===== config.mk =====
export PLATFORM = sky130hd
export DESIGN_NAME = biriscv_mul_pipe
export DESIGN_NICKNAME = d
export VERILOG_FILES = /design/src/rtl/biriscv_mul_pkg.sv /design/src/rtl/biriscv_mul_delay.sv /design/src/rtl/biriscv_mul_pipe.sv
export SDC_FILE = /design/constraint.sdc
export NUM_CORES = 2
export LEC_CHECK = 0
export ABC_AREA = 1
export BUFFER_PORTS_ARGS = -buffer_cell sky130_fd_sc_hd__buf_4
export CORE_MARGIN = 3
export CORE_UTILIZATION = 44
export CTS_CLUSTER_SIZE = 25
export DETAILED_ROUTE_END_ITERATION = 6
export PLACE_DENSITY_LB_ADDON = 0.3
export SLEW_MARGIN = 5
export SYNTH_ARGS = -nofsm -noshare
export SYNTH_HDL_FRONTEND = slang
export SYNTH_HIERARCHICAL = 1
export SYNTH_SLANG_ARGS = --single-unit

===== constraint.sdc =====
create_clock -name clk_i -period 12.6 [get_ports clk_i]
set_clock_uncertainty 0.05 [all_clocks]
set_input_delay 1.26 -clock clk_i [delete_from_list [all_inputs] [get_ports clk_i]]
set_output_delay 1.26 -clock clk_i [all_outputs]
set_load 0.005 [all_outputs]

===== src/rtl/biriscv_mul_pkg.sv =====
// Shared definitions for the biRISC-V pipelined multiplier.
//   - RV32M/RV64M multiply instruction match/mask constants
//   - mul_sel_t: which slice of the full product is written back
//   - legal range of the issue-to-writeback latency
package biriscv_mul_pkg;

    localparam logic [31:0] INST_MUL         = 32'h0200_0033;
    localparam logic [31:0] INST_MUL_MASK    = 32'hfe00_707f;
    localparam logic [31:0] INST_MULH        = 32'h0200_1033;
    localparam logic [31:0] INST_MULH_MASK   = 32'hfe00_707f;
    localparam logic [31:0] INST_MULHSU      = 32'h0200_2033;
    localparam logic [31:0] INST_MULHSU_MASK = 32'hfe00_707f;
    localparam logic [31:0] INST_MULHU       = 32'h0200_3033;
    localparam logic [31:0] INST_MULHU_MASK  = 32'hfe00_707f;
    localparam logic [31:0] INST_MULW        = 32'h0200_003b;
    localparam logic [31:0] INST_MULW_MASK   = 32'hfe00_707f;

    localparam int STAGES_MIN = 2;
    localparam int STAGES_MAX = 4;

    typedef enum logic [1:0] {
        SEL_LO,
        SEL_HI,
        SEL_W
    } mul_sel_t;

    function automatic logic inst_match(input logic [31:0] inst,
                                        input logic [31:0] match,
                                        input logic [31:0] mask);
        return (inst & mask) == match;
    endfunction

endpackage


===== src/rtl/biriscv_mul_delay.sv =====
// N-deep {valid, rd, value} delay chain used for the tail stages of the
// multiplier pipe. hold_i freezes every stage, flush_i clears every stage
// (flush wins). At DEPTH=0 the chain is plain wires.
//   clk_i, rst_ni      clock, async active-low reset
//   hold_i, flush_i    stall / kill
//   valid_i/rd_idx_i/value_i   stage input
//   valid_o/rd_idx_o/value_o   last stage output
//   busy_o             any stage of the chain holds a valid op
module biriscv_mul_delay #(
    parameter int DEPTH = 1,
    parameter int WIDTH = 32
) (
    input  logic             clk_i,
    input  logic             rst_ni,
    input  logic             hold_i,
    input  logic             flush_i,
    input  logic             valid_i,
    input  logic [4:0]       rd_idx_i,
    input  logic [WIDTH-1:0] value_i,
    output logic             valid_o,
    output logic [4:0]       rd_idx_o,
    output logic [WIDTH-1:0] value_o,
    output logic             busy_o
);

    generate
        if (DEPTH == 0) begin : g_wire
            logic unused_ctrl;
            assign unused_ctrl = ^{clk_i, rst_ni, hold_i, flush_i};
            assign valid_o  = valid_i;
            assign rd_idx_o = rd_idx_i;
            assign value_o  = value_i;
            assign busy_o   = 1'b0;
        end else begin : g_chain
            logic             valid_q [DEPTH];
            logic             valid_d [DEPTH];
            logic [4:0]       rd_q    [DEPTH];
            logic [4:0]       rd_d    [DEPTH];
            logic [WIDTH-1:0] value_q [DEPTH];
            logic [WIDTH-1:0] value_d [DEPTH];

            always_comb begin
                for (int i = 0; i < DEPTH; i++) begin
                    valid_d[i] = valid_q[i];
                    rd_d[i]    = rd_q[i];
                    value_d[i] = value_q[i];
                end
                if (flush_i) begin
                    for (int i = 0; i < DEPTH; i++) begin
                        valid_d[i] = 1'b0;
                        rd_d[i]    = '0;
                        value_d[i] = '0;
                    end
                end else if (!hold_i) begin
                    // Empty slots always carry zero tag and value.
                    valid_d[0] = valid_i;
                    rd_d[0]    = valid_i ? rd_idx_i : '0;
                    value_d[0] = valid_i ? value_i  : '0;
                    for (int i = 1; i < DEPTH; i++) begin
                        valid_d[i] = valid_q[i-1];
                        rd_d[i]    = rd_q[i-1];
                        value_d[i] = value_q[i-1];
                    end
                end
            end

            always_ff @(posedge clk_i or negedge rst_ni) begin
                if (!rst_ni) begin
                    for (int i = 0; i < DEPTH; i++) begin
                        valid_q[i] <= 1'b0;
                        rd_q[i]    <= '0;
                        value_q[i] <= '0;
                    end
                end else begin
                    for (int i = 0; i < DEPTH; i++) begin
                        valid_q[i] <= valid_d[i];
                        rd_q[i]    <= rd_d[i];
                        value_q[i] <= value_d[i];
                    end
                end
            end

            always_comb begin
                busy_o = 1'b0;
                for (int i = 0; i < DEPTH; i++) begin
                    busy_o = busy_o | valid_q[i];
                end
            end

            assign valid_o  = valid_q[DEPTH-1];
            assign rd_idx_o = rd_q[DEPTH-1];
            assign value_o  = value_q[DEPTH-1];
        end
    endgenerate

endmodule


===== src/rtl/biriscv_mul_pipe.sv =====
// Fully pipelined integer multiplier for the biRISC-V execute pipe.
// E1 registers the extended operands, E2 registers the selected product,
// E3..E{STAGES} are pure delay stages. One op per cycle, latency STAGES.
//   clk_i, rst_ni                 clock, async active-low reset
//   opcode_valid_i/opcode_*_i     issue port (instruction, rd, rs1, rs2)
//   hold_i                        freeze every stage, refuse issue
//   flush_i                       kill in-flight and issuing ops
//   writeback_valid_o/rd_idx_o/value_o   result port
//   busy_o                        any stage holds a valid op
module biriscv_mul_pipe
    import biriscv_mul_pkg::*;
#(
    parameter int XLEN         = 32,
    parameter int STAGES       = 2,
    parameter bit SUPPORT_MULW = 1'b0
) (
    input  logic            clk_i,
    input  logic            rst_ni,
    input  logic            opcode_valid_i,
    input  logic [31:0]     opcode_opcode_i,
    input  logic [4:0]      opcode_rd_idx_i,
    input  logic [XLEN-1:0] opcode_ra_operand_i,
    input  logic [XLEN-1:0] opcode_rb_operand_i,
    input  logic            hold_i,
    input  logic            flush_i,
    output logic            writeback_valid_o,
    output logic [4:0]      writeback_rd_idx_o,
    output logic [XLEN-1:0] writeback_value_o,
    output logic            busy_o
);

    generate
        if (!((XLEN == 32) || (XLEN == 64))) begin : g_bad_xlen
            $error("biriscv_mul_pipe: XLEN must be 32 or 64");
        end
        if ((STAGES < STAGES_MIN) || (STAGES > STAGES_MAX)) begin : g_bad_stages
            $error("biriscv_mul_pipe: STAGES must be within 2..4");
        end
    endgenerate

    localparam int OPW     = XLEN + 1;
    localparam int PW      = 2 * OPW;
    localparam bit MULW_EN = (XLEN == 64) && SUPPORT_MULW;

    // Decode
    logic is_mul_lo, is_mulh, is_mulhsu, is_mulhu, is_mulw, is_mul, accept;

    assign is_mul_lo = inst_match(opcode_opcode_i, INST_MUL,    INST_MUL_MASK);
    assign is_mulh   = inst_match(opcode_opcode_i, INST_MULH,   INST_MULH_MASK);
    assign is_mulhsu = inst_match(opcode_opcode_i, INST_MULHSU, INST_MULHSU_MASK);
    assign is_mulhu  = inst_match(opcode_opcode_i, INST_MULHU,  INST_MULHU_MASK);
    assign is_mulw   = MULW_EN && inst_match(opcode_opcode_i, INST_MULW, INST_MULW_MASK);
    assign is_mul    = is_mul_lo | is_mulh | is_mulhsu | is_mulhu | is_mulw;
    assign accept    = opcode_valid_i & is_mul & ~hold_i & ~flush_i;

    // Operand extension to XLEN+1 so one signed multiplier covers all forms
    logic [OPW-1:0] a_ext, b_ext;
    mul_sel_t       sel_ext;

    always_comb begin
        a_ext   = {1'b0, opcode_ra_operand_i};
        b_ext   = {1'b0, opcode_rb_operand_i};
        sel_ext = SEL_LO;
        if (is_mulh) begin
            a_ext   = {opcode_ra_operand_i[XLEN-1], opcode_ra_operand_i};
            b_ext   = {opcode_rb_operand_i[XLEN-1], opcode_rb_operand_i};
            sel_ext = SEL_HI;
        end else if (is_mulhsu) begin
            a_ext   = {opcode_ra_operand_i[XLEN-1], opcode_ra_operand_i};
            sel_ext = SEL_HI;
        end else if (is_mulhu) begin
            sel_ext = SEL_HI;
        end else if (is_mulw) begin
            a_ext        = {OPW{opcode_ra_operand_i[31]}};
            a_ext[31:0]  = opcode_ra_operand_i[31:0];
            b_ext        = {OPW{opcode_rb_operand_i[31]}};
            b_ext[31:0]  = opcode_rb_operand_i[31:0];
            sel_ext      = SEL_W;
        end
    end

    // E1
    logic           valid_e1_q, valid_e1_d;
    logic [4:0]     rd_e1_q, rd_e1_d;
    logic [OPW-1:0] a_e1_q, a_e1_d, b_e1_q, b_e1_d;
    mul_sel_t       sel_e1_q, sel_e1_d;

    always_comb begin
        valid_e1_d = valid_e1_q;
        rd_e1_d    = rd_e1_q;
        a_e1_d     = a_e1_q;
        b_e1_d     = b_e1_q;
        sel_e1_d   = sel_e1_q;
        if (flush_i || !hold_i) begin
            // accept already folds in hold/flush; a refused slot is all zero
            valid_e1_d = accept;
            rd_e1_d    = accept ? opcode_rd_idx_i : '0;
            a_e1_d     = accept ? a_ext : '0;
            b_e1_d     = accept ? b_ext : '0;
            sel_e1_d   = accept ? sel_ext : SEL_LO;
        end
    end

    always_ff @(posedge clk_i or negedge rst_ni) begin
        if (!rst_ni) begin
            valid_e1_q <= 1'b0;
            rd_e1_q    <= '0;
            a_e1_q     <= '0;
            b_e1_q     <= '0;
            sel_e1_q   <= SEL_LO;
        end else begin
            valid_e1_q <= valid_e1_d;
            rd_e1_q    <= rd_e1_d;
            a_e1_q     <= a_e1_d;
            b_e1_q     <= b_e1_d;
            sel_e1_q   <= sel_e1_d;
        end
    end

    // Product and result select
    logic signed [PW-1:0] a_full, b_full, product;
    logic [XLEN-1:0]      w_ext, result;
    logic [1:0]           unused_prod_hi;

    assign a_full         = {{OPW{a_e1_q[OPW-1]}}, a_e1_q};
    assign b_full         = {{OPW{b_e1_q[OPW-1]}}, b_e1_q};
    assign product        = a_full * b_full;
    assign unused_prod_hi = product[PW-1 -: 2];

    always_comb begin
        w_ext       = {XLEN{product[31]}};
        w_ext[31:0] = product[31:0];
        case (sel_e1_q)
            SEL_HI:  result = product[2*XLEN-1:XLEN];
            SEL_W:   result = w_ext;
            default: result = product[XLEN-1:0];
        endcase
    end

    // E2
    logic            valid_e2_q, valid_e2_d;
    logic [4:0]      rd_e2_q, rd_e2_d;
    logic [XLEN-1:0] value_e2_q, value_e2_d;

    always_comb begin
        valid_e2_d = valid_e2_q;
        rd_e2_d    = rd_e2_q;
        value_e2_d = value_e2_q;
        if (flush_i) begin
            valid_e2_d = 1'b0;
            rd_e2_d    = '0;
            value_e2_d = '0;
        end else if (!hold_i) begin
            valid_e2_d = valid_e1_q;
            rd_e2_d    = rd_e1_q;
            value_e2_d = valid_e1_q ? result : '0;
        end
    end

    always_ff @(posedge clk_i or negedge rst_ni) begin
        if (!rst_ni) begin
            valid_e2_q <= 1'b0;
            rd_e2_q    <= '0;
            value_e2_q <= '0;
        end else begin
            valid_e2_q <= valid_e2_d;
            rd_e2_q    <= rd_e2_d;
            value_e2_q <= value_e2_d;
        end
    end

    // E3..E{STAGES}
    logic tail_busy;

    biriscv_mul_delay #(
        .DEPTH (STAGES - 2),
        .WIDTH (XLEN)
    ) u_delay (
        .clk_i    (clk_i),
        .rst_ni   (rst_ni),
        .hold_i   (hold_i),
        .flush_i  (flush_i),
        .valid_i  (valid_e2_q),
        .rd_idx_i (rd_e2_q),
        .value_i  (value_e2_q),
        .valid_o  (writeback_valid_o),
        .rd_idx_o (writeback_rd_idx_o),
        .value_o  (writeback_value_o),
        .busy_o   (tail_busy)
    );

    assign busy_o = valid_e1_q | valid_e2_q | tail_busy;

endmodule


==> run summary <==
• 7.74 µm² — syn_area_per_cell
• 12.83 ns — required time at the endpoint of the critical path
• clkbuf_16 — clock root buffer
• 0 — count of unresolved DRC violations after routing
• 4.87% — layout cell share with drive strength beyond 1
• 14300 µm — met3 routed wirelength
• 111 — Sink Count
• flop — startpoint type of the worst setup path
• 229000 µm — wire length of the first global-routing pass
• 0 — Diodes inserted
• 44.7% — initial core utilization
• 0 — number of flops mapped to enable cells by yosys
• 115 MHz — fmax
• 6 — First-pass DRT Iterations
• 329 µm — height of the chip
• no — setup repair after global routing missed its margin
• dfrtp_1 — top flip-flop cell by instance count after synthesis
• fa_1 — cell accounting for the most synthesized area
• 9 — number of CTS-inserted buffers
• 47600 µm² — cell area after placement
• 5.01 — Vias/cell
• 0.43 ns — Clk Latency, worst-skew pair
• 0.421% — parity-gate share of the synthesized area counting xor and xnor cells
• 102000 µm² — Core Area
• 68.7% — final worst path period share
• 8.89 ns — arrival time of the worst setup path
• 108000 µm² — Die ar.
• 17.5% — Synth Area in Simple Gates
• 38841 — via count of the first global-routing pass
• met4 — highest routed metal layer
• 0.0296 µW — leakage component of the power
• 0.983 — last weighted congestion value of the routability-driven placer
• 1861 x inv_1, 1696 x nand2_1, 1125 x fa_1, 278 x clkbuf_1, 212 x ha_1 — top cells by instance count after synthesis
• 3 — H-tree depth
• 329 µm — die outline width
• yes — TritonCTS clock tree
• 0 — # setup viols final
• 35970 — vias
• 22.4% — headroom to the max-slew limit
• 46.8% — post-layout util
• 4.74% — area growth from synthesis to final layout
• 45800 µm² — netlist area before placement
• 49.2% — share of Yosys cell area claimed by the top area cell type
• 28.1% — GRT Util Overall
• adder cells — largest family of logic cells by synthesized area
• 100% — share of flip-flops with an asynchronous set or reset after synthesis
• 2 — antenna violations before repair
• 2 — Clock Path Buffers
• flop to flop — path class of the lowest-slack min-delay path
• 7362 — synthesized netlist net count
• 0 — Remaining Overflow, GRT
• fa_1 49%, inv_1 15%, nand2_1 14% — biggest area contributors in the synthesized netlist
• 0 — hold buffer count at CTS
• 16.0 nW/µm² — P per Cell Area
• 0 — count of max-cap constraint violations
• 1.16 ns — Worst Tran Pin Value
• finished clean — run status
• 111 — Yosys reg bits
• 0.10 ns — register clock-pin slew on the reported worst setup and hold paths
• 0 — post-route antenna net violation count
• 19 — largest fanout on the critical path
• 0 ns — Total Negative Setup Slacks
• 71 — pin count of the biggest net entering global routing
• 0% — multiplexer fraction of the synthesized cell area
• 7244 — Nets
• 8.66 ns — Period minus WS final
• 41 — number of unique standard cell types used by synthesis
• 0 — post-CTS sizing
• 20.1 µm — routed len/inst
• 6 — Synthesis Warnings
• 0 — final count of pins violating max slew
• inv_1 — cell with the most instances after synthesis
• 0 — number of setup buffers added after CTS
• 57700 µm — routed length on met1
• 144000 µm — DRT Wirelength
• 55.0% — adder-cell share of the synthesized area
• flop to flop — critical path class
• flop — Crit. End Element
• 6.06% — post-synthesis sequential area ratio
• 48000 µm² — area of all placed cells without fillers
• 145 — top-level port count
• 110000 µm — half-perimeter wire length of the detailed placement result
• 117 — Site Rows
• 2.65% — share of the synthesized area in compound gates (AO/OA/AOI/OAI)
• 51.2 µV — worst supply voltage drop on vdd
• 5919 — count of mapped cells out of synthesis
• 66700 µm — wire length on met2
• 0 — number of hold violations in the final report
• 129 — number of buffer cells added on primary ports
• 2706 — iteration-0 DRC count of the detailed router
-- through the flow --
step	hold WS [ns]	worst slack, ns	cells	power (µW)
6_report	0.439	3.94	7174	766
2_1_floorplan	0.400	5.13	5919	370
3_5_place_dp	0.416	4.03	7158	407
3_3_place_gp	0.415	4.03	7158	407
5_1_grt	0.472	3.44	7174	787
4_1_cts	0.440	3.99	7174	774
-- sequential cells by signal (all words and copies together) (netlist names) --
register    cells
b_e1_q         33
a_e1_q         33
rd_e2_q         5
sel_e1_q        1
value_e2_q     32
valid_e2_q      1
rd_e1_q         5
valid_e1_q      1
-- final timing paths --
kind                                start        endpoint  slack (ns)  depth (start not counted)
setup / recovery               a_e1_q[19]   value_e2_q[1]        3.94                         26
hold / removal             value_e2_q[11]  value_e2_q[11]        0.44                          2
setup reg to reg               a_e1_q[19]   value_e2_q[1]        3.94                         26
hold reg to reg            value_e2_q[11]  value_e2_q[11]        0.44                          2
max in group asynchronous          rst_ni      b_e1_q[29]       10.43                          2
min in group asynchronous          rst_ni  value_e2_q[19]        0.78                          1
-- layer usage --
layer	GRT usage, %	up-vias
li1	-	15990
met1	37.3	18156
met2	45.2	1545
met3	7.20	279
met4	8.93	0
met5	0	-
-- logic make-up (layout without fill, tap and decap cells) --
kind of cell	Yosys count	in the layout
flip-flops	111	111
XOR/XNOR	22	22
buffers and inverters	2200	2087
other	1	1
AND/OR/NAND/NOR	2033	2033
adder cells (fa/ha/maj)	1337	1337
AO/OA/AOI/OAI	215	215
-- power by group --
| part | switching [µW] | leakage [µW] | internal, µW |
|---|---|---|---|
| Clock | 183 | 0.000166 | 184 |
| Combinational | 23.8 | 0.0279 | 19.3 |
| Sequential | 0.00283 | 0.00154 | 356 |
| Total | 207 | 0.0296 | 559 |
-- layout make-up --
type	count	area (µm²)
clock buffer	10	239
fill	10303	54500
timing repair buffer	202	1520
sequential	111	2790
tap	1368	1710
multi-input combinational	3608	34600
inverter	1869	7020
clock inverter	6	97.6
-- worst max-delay path: stages (launching register included) --
cell and delay, ns:
dfrtp_1 0.96, buf_4 0.43, nand2_1 0.14, fa_1 0.51, fa_1 0.49, inv_1 0.05, fa_1 0.48, inv_1 0.06
fa_1 0.50, fa_1 0.51, inv_1 0.05, fa_1 0.50, fa_1 0.50, inv_1 0.05, fa_1 0.69, inv_1 0.08
ha_1 0.36, a21oi_1 0.47, o21ai_0 0.23, a21oi_1 0.32, nand3_1 0.25, nand2_1 0.12, nand2_1 0.07, nand2_1 0.06
nand2_1 0.05, o21ai_1 0.43, nand2_1 0.09
-- cell usage in the layout (no fill, tap or decap), types with 4 or more instances in the layout --
master     synthesis  layout
clkbuf_16          0       9
a31oi_1            5       5
nand4_1           25      25
dfrtp_2            0       7
xnor2_1            8       8
nand3b_1           4       4
inv_2              7       7
fa_1            1125    1125
a21oi_2            5       5
nor2_2            15      15
o21bai_1          22      22
o21ai_1           12      12
xor2_1            14      14
nand3_1          104     104
nor2_1           153     152
buf_4             41     201
nor3_1             7       7
inv_1           1861    1861
nand2_1         1696    1696
nand3_2            6       6
ha_1             212     212
nand2_2            9       9
dfrtp_1          111     104
o21ai_0           73      73
a21oi_1           84      84
(Power assumes the default switching activity.)
